`src/rtl/prefix_adder_arb_pkg.sv`:
```
// prefix_adder_arb_pkg
//   Shared definitions for prefix_adder_arbiter and its sub-blocks:
//   datapath width, default requester count, the operand type, and the
//   round-robin pointer wrap helper.
package prefix_adder_arb_pkg;

  localparam int DATA_W      = 32;
  localparam int NUM_REQ_DEF = 4;

  typedef logic [DATA_W-1:0] data_t;

  // Index that follows idx in an n-entry ring. Wraps explicitly so that
  // non-power-of-2 ring sizes never produce an out-of-range pointer.
  function automatic int next_ptr(input int idx, input int n);
    return (idx + 1 >= n) ? 0 : idx + 1;
  endfunction

endpackage

```
`src/rtl/prefix_adder.sv`:
```
// Prefix_Adder
//   32-bit Kogge-Stone parallel-prefix adder, purely combinational.
//   Ports:
//     A, B  in   32  operands
//     Sum   out  32  A + B modulo 2^32 (no carry in, carry out dropped)
module Prefix_Adder (
  input  logic [31:0] A,
  input  logic [31:0] B,
  output logic [31:0] Sum
);

  logic [31:0] p0;
  logic [31:0] g0;
  logic        unused_carry_out;

  assign p0 = A ^ B;
  assign g0 = A & B;

  // Five prefix levels with span 1, 2, 4, 8, 16. Zeros shifted into the low
  // bits leave already-resolved group generates untouched.
  genvar gi;
  for (gi = 0; gi < 5; gi++) begin : lvl
    logic [31:0] g_in;
    logic [31:0] p_in;
    logic [31:0] g_out;
    logic [31:0] p_out;
    if (gi == 0) begin : first
      assign g_in = g0;
      assign p_in = p0;
    end else begin : rest
      assign g_in = lvl[gi-1].g_out;
      assign p_in = lvl[gi-1].p_out;
    end
    assign g_out = g_in | (p_in & (g_in << (1 << gi)));
    assign p_out = p_in & (p_in << (1 << gi));
  end

  // Carry into bit i is the group generate of bits [i-1:0].
  assign Sum = p0 ^ {lvl[4].g_out[30:0], 1'b0};

  // Carry-out and final group propagate have no consumer.
  assign unused_carry_out = ^{lvl[4].g_out[31], lvl[4].p_out};

endmodule

```
`src/rtl/prefix_adder_arbiter_rr.sv`:
```
// rr_arbiter
//   Combinational round-robin arbiter. Grants the first asserted request
//   found when searching ptr, ptr+1, ... wrapping modulo N.
//   Ports:
//     req    in   N       request vector
//     ptr    in   log2 N  highest-priority index (must be < N)
//     grant  out  N       one-hot grant, or zero when req is zero
module rr_arbiter #(
  parameter  int N  = 4,
  localparam int PW = $clog2(N)
) (
  input  logic [N-1:0]  req,
  input  logic [PW-1:0] ptr,
  output logic [N-1:0]  grant
);

  logic [N-1:0] rot;
  logic [N-1:0] rot_first;

  // Rotate so the priority index sits at bit 0, isolate the lowest set bit,
  // then rotate back into requester order.
  assign rot       = N'({req, req} >> ptr);
  assign rot_first = rot & ~(rot - N'(1));
  assign grant     = N'({rot_first, rot_first} << ptr >> N);

endmodule

```
`src/rtl/prefix_adder_arbiter.sv`:
```
// prefix_adder_arbiter
//   Shares one 32-bit Prefix_Adder among NUM_REQ requesters with
//   work-conserving round-robin arbitration and a registered, tagged result
//   behind a valid/ready handshake. One operation accepted per cycle.
//   Ports:
//     clk        in   1          clock
//     rst_n      in   1          asynchronous active-low reset
//     req_valid  in   NUM_REQ    per-requester operation valid
//     req_ready  out  NUM_REQ    per-requester accept, one-hot or zero
//     req_a      in   NUM_REQ*32 operand A, requester i at [32*i+31:32*i]
//     req_b      in   NUM_REQ*32 operand B, same packing
//     rsp_valid  out  1          result register holds a valid result
//     rsp_ready  in   1          consumer accepts the result
//     rsp_sum    out  32         registered A+B mod 2^32
//     rsp_ovf    out  1          signed overflow of the result
//                                (only with PREFIX_ADDER_ARB_OVF_EN defined)
//     rsp_id     out  ID_W       requester that produced rsp_sum
module prefix_adder_arbiter
  import prefix_adder_arb_pkg::*;
#(
  parameter  int NUM_REQ = NUM_REQ_DEF,
  localparam int ID_W    = $clog2(NUM_REQ)
) (
  input  logic                      clk,
  input  logic                      rst_n,
  input  logic [NUM_REQ-1:0]        req_valid,
  output logic [NUM_REQ-1:0]        req_ready,
  input  logic [NUM_REQ*DATA_W-1:0] req_a,
  input  logic [NUM_REQ*DATA_W-1:0] req_b,
  output logic                      rsp_valid,
  input  logic                      rsp_ready,
  output logic [DATA_W-1:0]         rsp_sum,
`ifdef PREFIX_ADDER_ARB_OVF_EN
  output logic                      rsp_ovf,
`endif
  output logic [ID_W-1:0]           rsp_id
);

  logic [ID_W-1:0]    rr_ptr_reg;
  logic               rsp_valid_reg;
  data_t              rsp_sum_reg;
  logic [ID_W-1:0]    rsp_id_reg;

  logic [NUM_REQ-1:0] grant;
  logic [ID_W-1:0]    grant_idx;
  logic               accept_en;
  logic               transfer;
  data_t              sel_a;
  data_t              sel_b;
  data_t              sum_next;

  rr_arbiter #(.N(NUM_REQ)) u_arb (
    .req   (req_valid),
    .ptr   (rr_ptr_reg),
    .grant (grant)
  );

  // Nothing may be accepted while reset is held, even though the output
  // register already reads empty.
  assign accept_en = rst_n & (~rsp_valid_reg | rsp_ready);
  assign req_ready = grant & {NUM_REQ{accept_en}};
  // grant only ever points at a valid requester, so any ready is a transfer.
  assign transfer  = |req_ready;

  always_comb begin
    grant_idx = '0;
    for (int i = 0; i < NUM_REQ; i++) begin
      if (grant[i]) grant_idx = ID_W'(i);
    end
  end

  assign sel_a = req_a[DATA_W*grant_idx +: DATA_W];
  assign sel_b = req_b[DATA_W*grant_idx +: DATA_W];

  Prefix_Adder u_add (
    .A   (sel_a),
    .B   (sel_b),
    .Sum (sum_next)
  );

  always_ff @(posedge clk or negedge rst_n) begin
    if (!rst_n) begin
      rr_ptr_reg    <= '0;
      rsp_valid_reg <= 1'b0;
      rsp_sum_reg   <= '0;
      rsp_id_reg    <= '0;
    end else if (transfer) begin
      rsp_valid_reg <= 1'b1;
      rsp_sum_reg   <= sum_next;
      rsp_id_reg    <= grant_idx;
      rr_ptr_reg    <= ID_W'(next_ptr(int'(grant_idx), NUM_REQ));
    end else if (rsp_ready) begin
      rsp_valid_reg <= 1'b0;
    end
  end

  assign rsp_valid = rsp_valid_reg;
  assign rsp_sum   = rsp_sum_reg;
  assign rsp_id    = rsp_id_reg;

`ifdef PREFIX_ADDER_ARB_OVF_EN
  logic rsp_ovf_reg;
  logic ovf_next;

  // Like-signed operands whose sum flips sign.
  assign ovf_next = (sel_a[DATA_W-1] == sel_b[DATA_W-1]) &&
                    (sum_next[DATA_W-1] != sel_a[DATA_W-1]);

  always_ff @(posedge clk or negedge rst_n) begin
    if (!rst_n) begin
      rsp_ovf_reg <= 1'b0;
    end else if (transfer) begin
      rsp_ovf_reg <= ovf_next;
    end
  end

  assign rsp_ovf = rsp_ovf_reg;
`endif

endmodule

```
`config.mk`:
```
export PLATFORM = sky130hd
export DESIGN_NAME = prefix_adder_arbiter
export DESIGN_NICKNAME = d
export VERILOG_FILES = /design/src/rtl/prefix_adder_arb_pkg.sv /design/src/rtl/prefix_adder.sv /design/src/rtl/prefix_adder_arbiter_rr.sv /design/src/rtl/prefix_adder_arbiter.sv
export SDC_FILE = /design/constraint.sdc
export NUM_CORES = 1
export LEC_CHECK = 0
export BUFFER_PORTS_ARGS = -buffer_cell sky130_fd_sc_hd__clkbuf_2
export CORE_MARGIN = 10
export CORE_UTILIZATION = 46
export CTS_CLUSTER_SIZE = 25
export DETAILED_ROUTE_END_ITERATION = 7
export GPL_ROUTABILITY_DRIVEN = 1
export PLACE_DENSITY_LB_ADDON = 0.08
export SETUP_SLACK_MARGIN = 0.2
export SYNTH_ARGS = -nofsm -noshare
export SYNTH_HDL_FRONTEND = slang
export SYNTH_HIERARCHICAL = 1
export SYNTH_SLANG_ARGS = --single-unit
```
`constraint.sdc`:
```
create_clock -name clk -period 5.7 [get_ports clk]
set_input_delay 1.14 -clock clk [delete_from_list [all_inputs] [get_ports clk]]
set_output_delay 1.14 -clock clk [all_outputs]
set_load 0.02 [all_outputs]
```
==> impl_metrics.ini <==
[routing]
firstDrtPassIters = 4
drt_iter0_markers = 207
drt_wl_total_mm = 19.1
num_vias = 5626
ant_nets = 0
avgViaCountPerCell = 5.40
wl_per_cell_um = 18.4
drc = 0

[logic_synthesis]
synth_cell_types = 66
synthAdderAreaFrac = 0.0756
synth_mux_area_frac = 0.339
ys_warn_count = 6
synth_ff_type = dfrtp_1
synth_top_family_by_area = multiplexers
yosys.area.top_type_share = 0.172
synth_enable_flop_cells = 0
synth-seq-area-share = 0.172
netlist_top_cells_area = dfrtp_1 17%, mux2_2 15%, mux2i_1 12%, ha_1 7.2%, o21ai_0 7.1%
yosysTopAreaCell = dfrtp_1
synth_compound_area_frac = 0.203
synth_area_um2 = 5400
synth_seq_cells = 37
synthXorXnorAreaFrac = 0.0454
syn_inst = 619
synthSimpleGateAreaFrac = 0.124
synth.avg_cell_area_um2 = 8.72
synthArstFlopShare = 1.00
synth_nets = 914

[placed_design]
portBuffers = 301
hpwl_mm = 16.3
post-place-ws_ps = 424
gp_congestion = 0.850

[grt]
globalRouteMet3Util = 0.0844
grt-ovfl-total = 0
grtUsageMet1 = 0.246
grtUsageTotal = 0.223
grt_max_degree = 82
grt_pass1_wl_mm = 30.7
global_route.usage.met2 = 0.396
antenna_found_initial = 1
grt_pass1_vias = 6151
top_usage_layer = met2

[flow_run]
maxCapViolCount = 0

[sta]
clock.fmax_ghz = 0.200
fin_ws_ps = 706
fin_crit_ps = 4990
clock_skew_ps = 3.20
hold_violations = 0
rsz0062_at_grt = no
tightest_slew_ps = 686
finalSetupViolations = 0
max_slew_margin = 0.542
setup_tns_ps = 0
slew_violations = 0
fin_crit_sh = 0.876

[clock_network]
cts_tree = built
cts_resized = 0
htreeDepth = 2
clk_pin_slew_ps = 60
postCtsHoldBufs = 0
cts_made_buffers = 5
cts_num_sinks = 37
clockRootBuffer = clkbuf_16
clk_latency_ps = 280
cts_setup_buffers = 0
clockBufferDepth = 2

[floorplanning]
dieArea_um2 = 16500
placementRows = 39
start_util = 0.471
design.core.area_um2 = 11500
die_x_um = 128
io_pins = 302
die_h_um = 128

[setup_path]
slowest_delay_ps = 480
crit_family = compound AO/OA/AOI/OAI gates
slowest_stage = o211a_4
crit_top_cell = o21ai_0
end_kind = flop
critPathKind = input pin to flop
crit_chain = clkbuf_2 -> o21ai_0 -> o211a_4 -> mux2_2 -> mux2i_1 -> o21ai_0 -> ha_1 -> fa_1 -> a211oi_1 -> nor2_1 -> a41oi_2 -> a21oi_4 -> a31oi_2 -> o21a_1 -> o311ai_2 -> mux2_1
cp.required_ps = 5850
critPathMaxFanout = 29
path_buf_inv = 1
critPathLaunchType = input pin
worstPathArrival_ps = 5140

[layout]
largest_register_ff_count = 32
final_layout_size_suffix_gt1_frac = 0.478
final_common_cell = clkbuf_2
fin_util = 0.620
mostFrequentLayoutCells = 301 x clkbuf_2, 87 x nand2_1, 77 x o21ai_0, 71 x mux2_2, 65 x mux2i_1
num-nets-final = 1192
syn_to_final_growth_pct = 31.6

[power_and_ir_drop]
vdd_ir_drop_max_mv = 0.260
p_int_w = 0.00202
netSwitchingFraction = 0.482
p_seq_frac = 0.128
p_clk_frac = 0.068
switchingPower_w = 0.00188
comb_power_share = 0.804
leakagePower_nw = 3.80
power_density_nw_per_um2 = 549

[status]
status = finished clean

[min_path]
hp-class = flop to flop
==> cell type report <==
class	count	area (um^2)
multi-input cells	538	4260
flip-flops and latches	37	926
clock buffers	6	129
inverters	8	31.3
repair buffers	307	1560
clock inverters	2	10.0
diodes	1	2.50
well taps	143	179
fillers	1050	4360
==> path summary, 6_finish.rpt <==
kind,startpoint,end,slack [ps],cells after the start
max in group asynchronous,rst_n,rsp_sum[17],4230,2
worst max-delay path,req_valid[3],rsp_sum[30],710,16
worst min register to register,rsp_sum[29],rsp_sum[29],490,1
min in group asynchronous,rst_n,rr_ptr_reg[1],720,1
worst min-delay path,rsp_sum[29],rsp_sum[29],490,1
worst max register to register,rr_ptr_reg[1],rsp_sum[30],1290,15
==> through the flow <==
step	std cells	cell area [um^2]	power, W	hold slack [ps]
final	1042	7100	0.00390	495
after floorplan	619	5400	0.00293	565
after global routing	1042	7100	0.00426	518
after CTS	1041	7100	0.00392	505
after global placement	1033	6960	0.00357	477
after detailed placement	1033	6960	0.00363	492
==> metal layers <==
layer  share of wire  wire length (um)  vias to the layer above
met1            0.38              7350                     2541
li1                -                 -                     2821
met2            0.50              9510                      246
met3            0.10              1980                       18
met4           0.014               277                        0
met5               0                 0                        -
==> power by group through the flow <==
stage	Combinational [W]	Clock, W	Sequential, W
global placement	0.00307	0	0.000498
finish	0.00313	0.000264	0.000500
global route	0.00346	0.000284	0.000517
detailed placement	0.00313	0	0.000504
CTS	0.00314	0.000274	0.000501
floorplan	0.00229	0	0.000642
==> cells in the mapped netlist, types with 6 or more instances <==
cell type / number
mux2_1: 7
ha_1: 31
dfrtp_1: 37
clkbuf_1: 22
o21ai_0: 77
buf_2: 11
a21oi_1: 28
xnor2_1: 18
a21o_1: 8
mux2i_1: 65
xor2_1: 10
nor2_1: 24
inv_1: 7
o21a_1: 6
nand2_1: 87
mux2_2: 71
nand3_1: 7
mux2_4: 20
a211oi_1: 6
==> worst register-to-register path: cells and delay by family (launching register included) <==
kind            cells  cell delay (ps)
flops               1              470
compound gates      9             2130
fa+ha+maj           2              720
mux                 3              820
simple gates        1              130
==> logic make-up (layout without fill, tap and decap cells) <==
kind of cell | count (synthesis) | after routing
AOI/OAI and AO/OA | 166 | 166
xor gates and xnor gates | 28 | 28
adders and majority gates | 32 | 32
buffers and inverters | 44 | 323
DFF | 37 | 37
muxes | 163 | 163
other | 0 | 1
and+or+nand+nor | 149 | 149
Power figures use the tool's default switching activity.
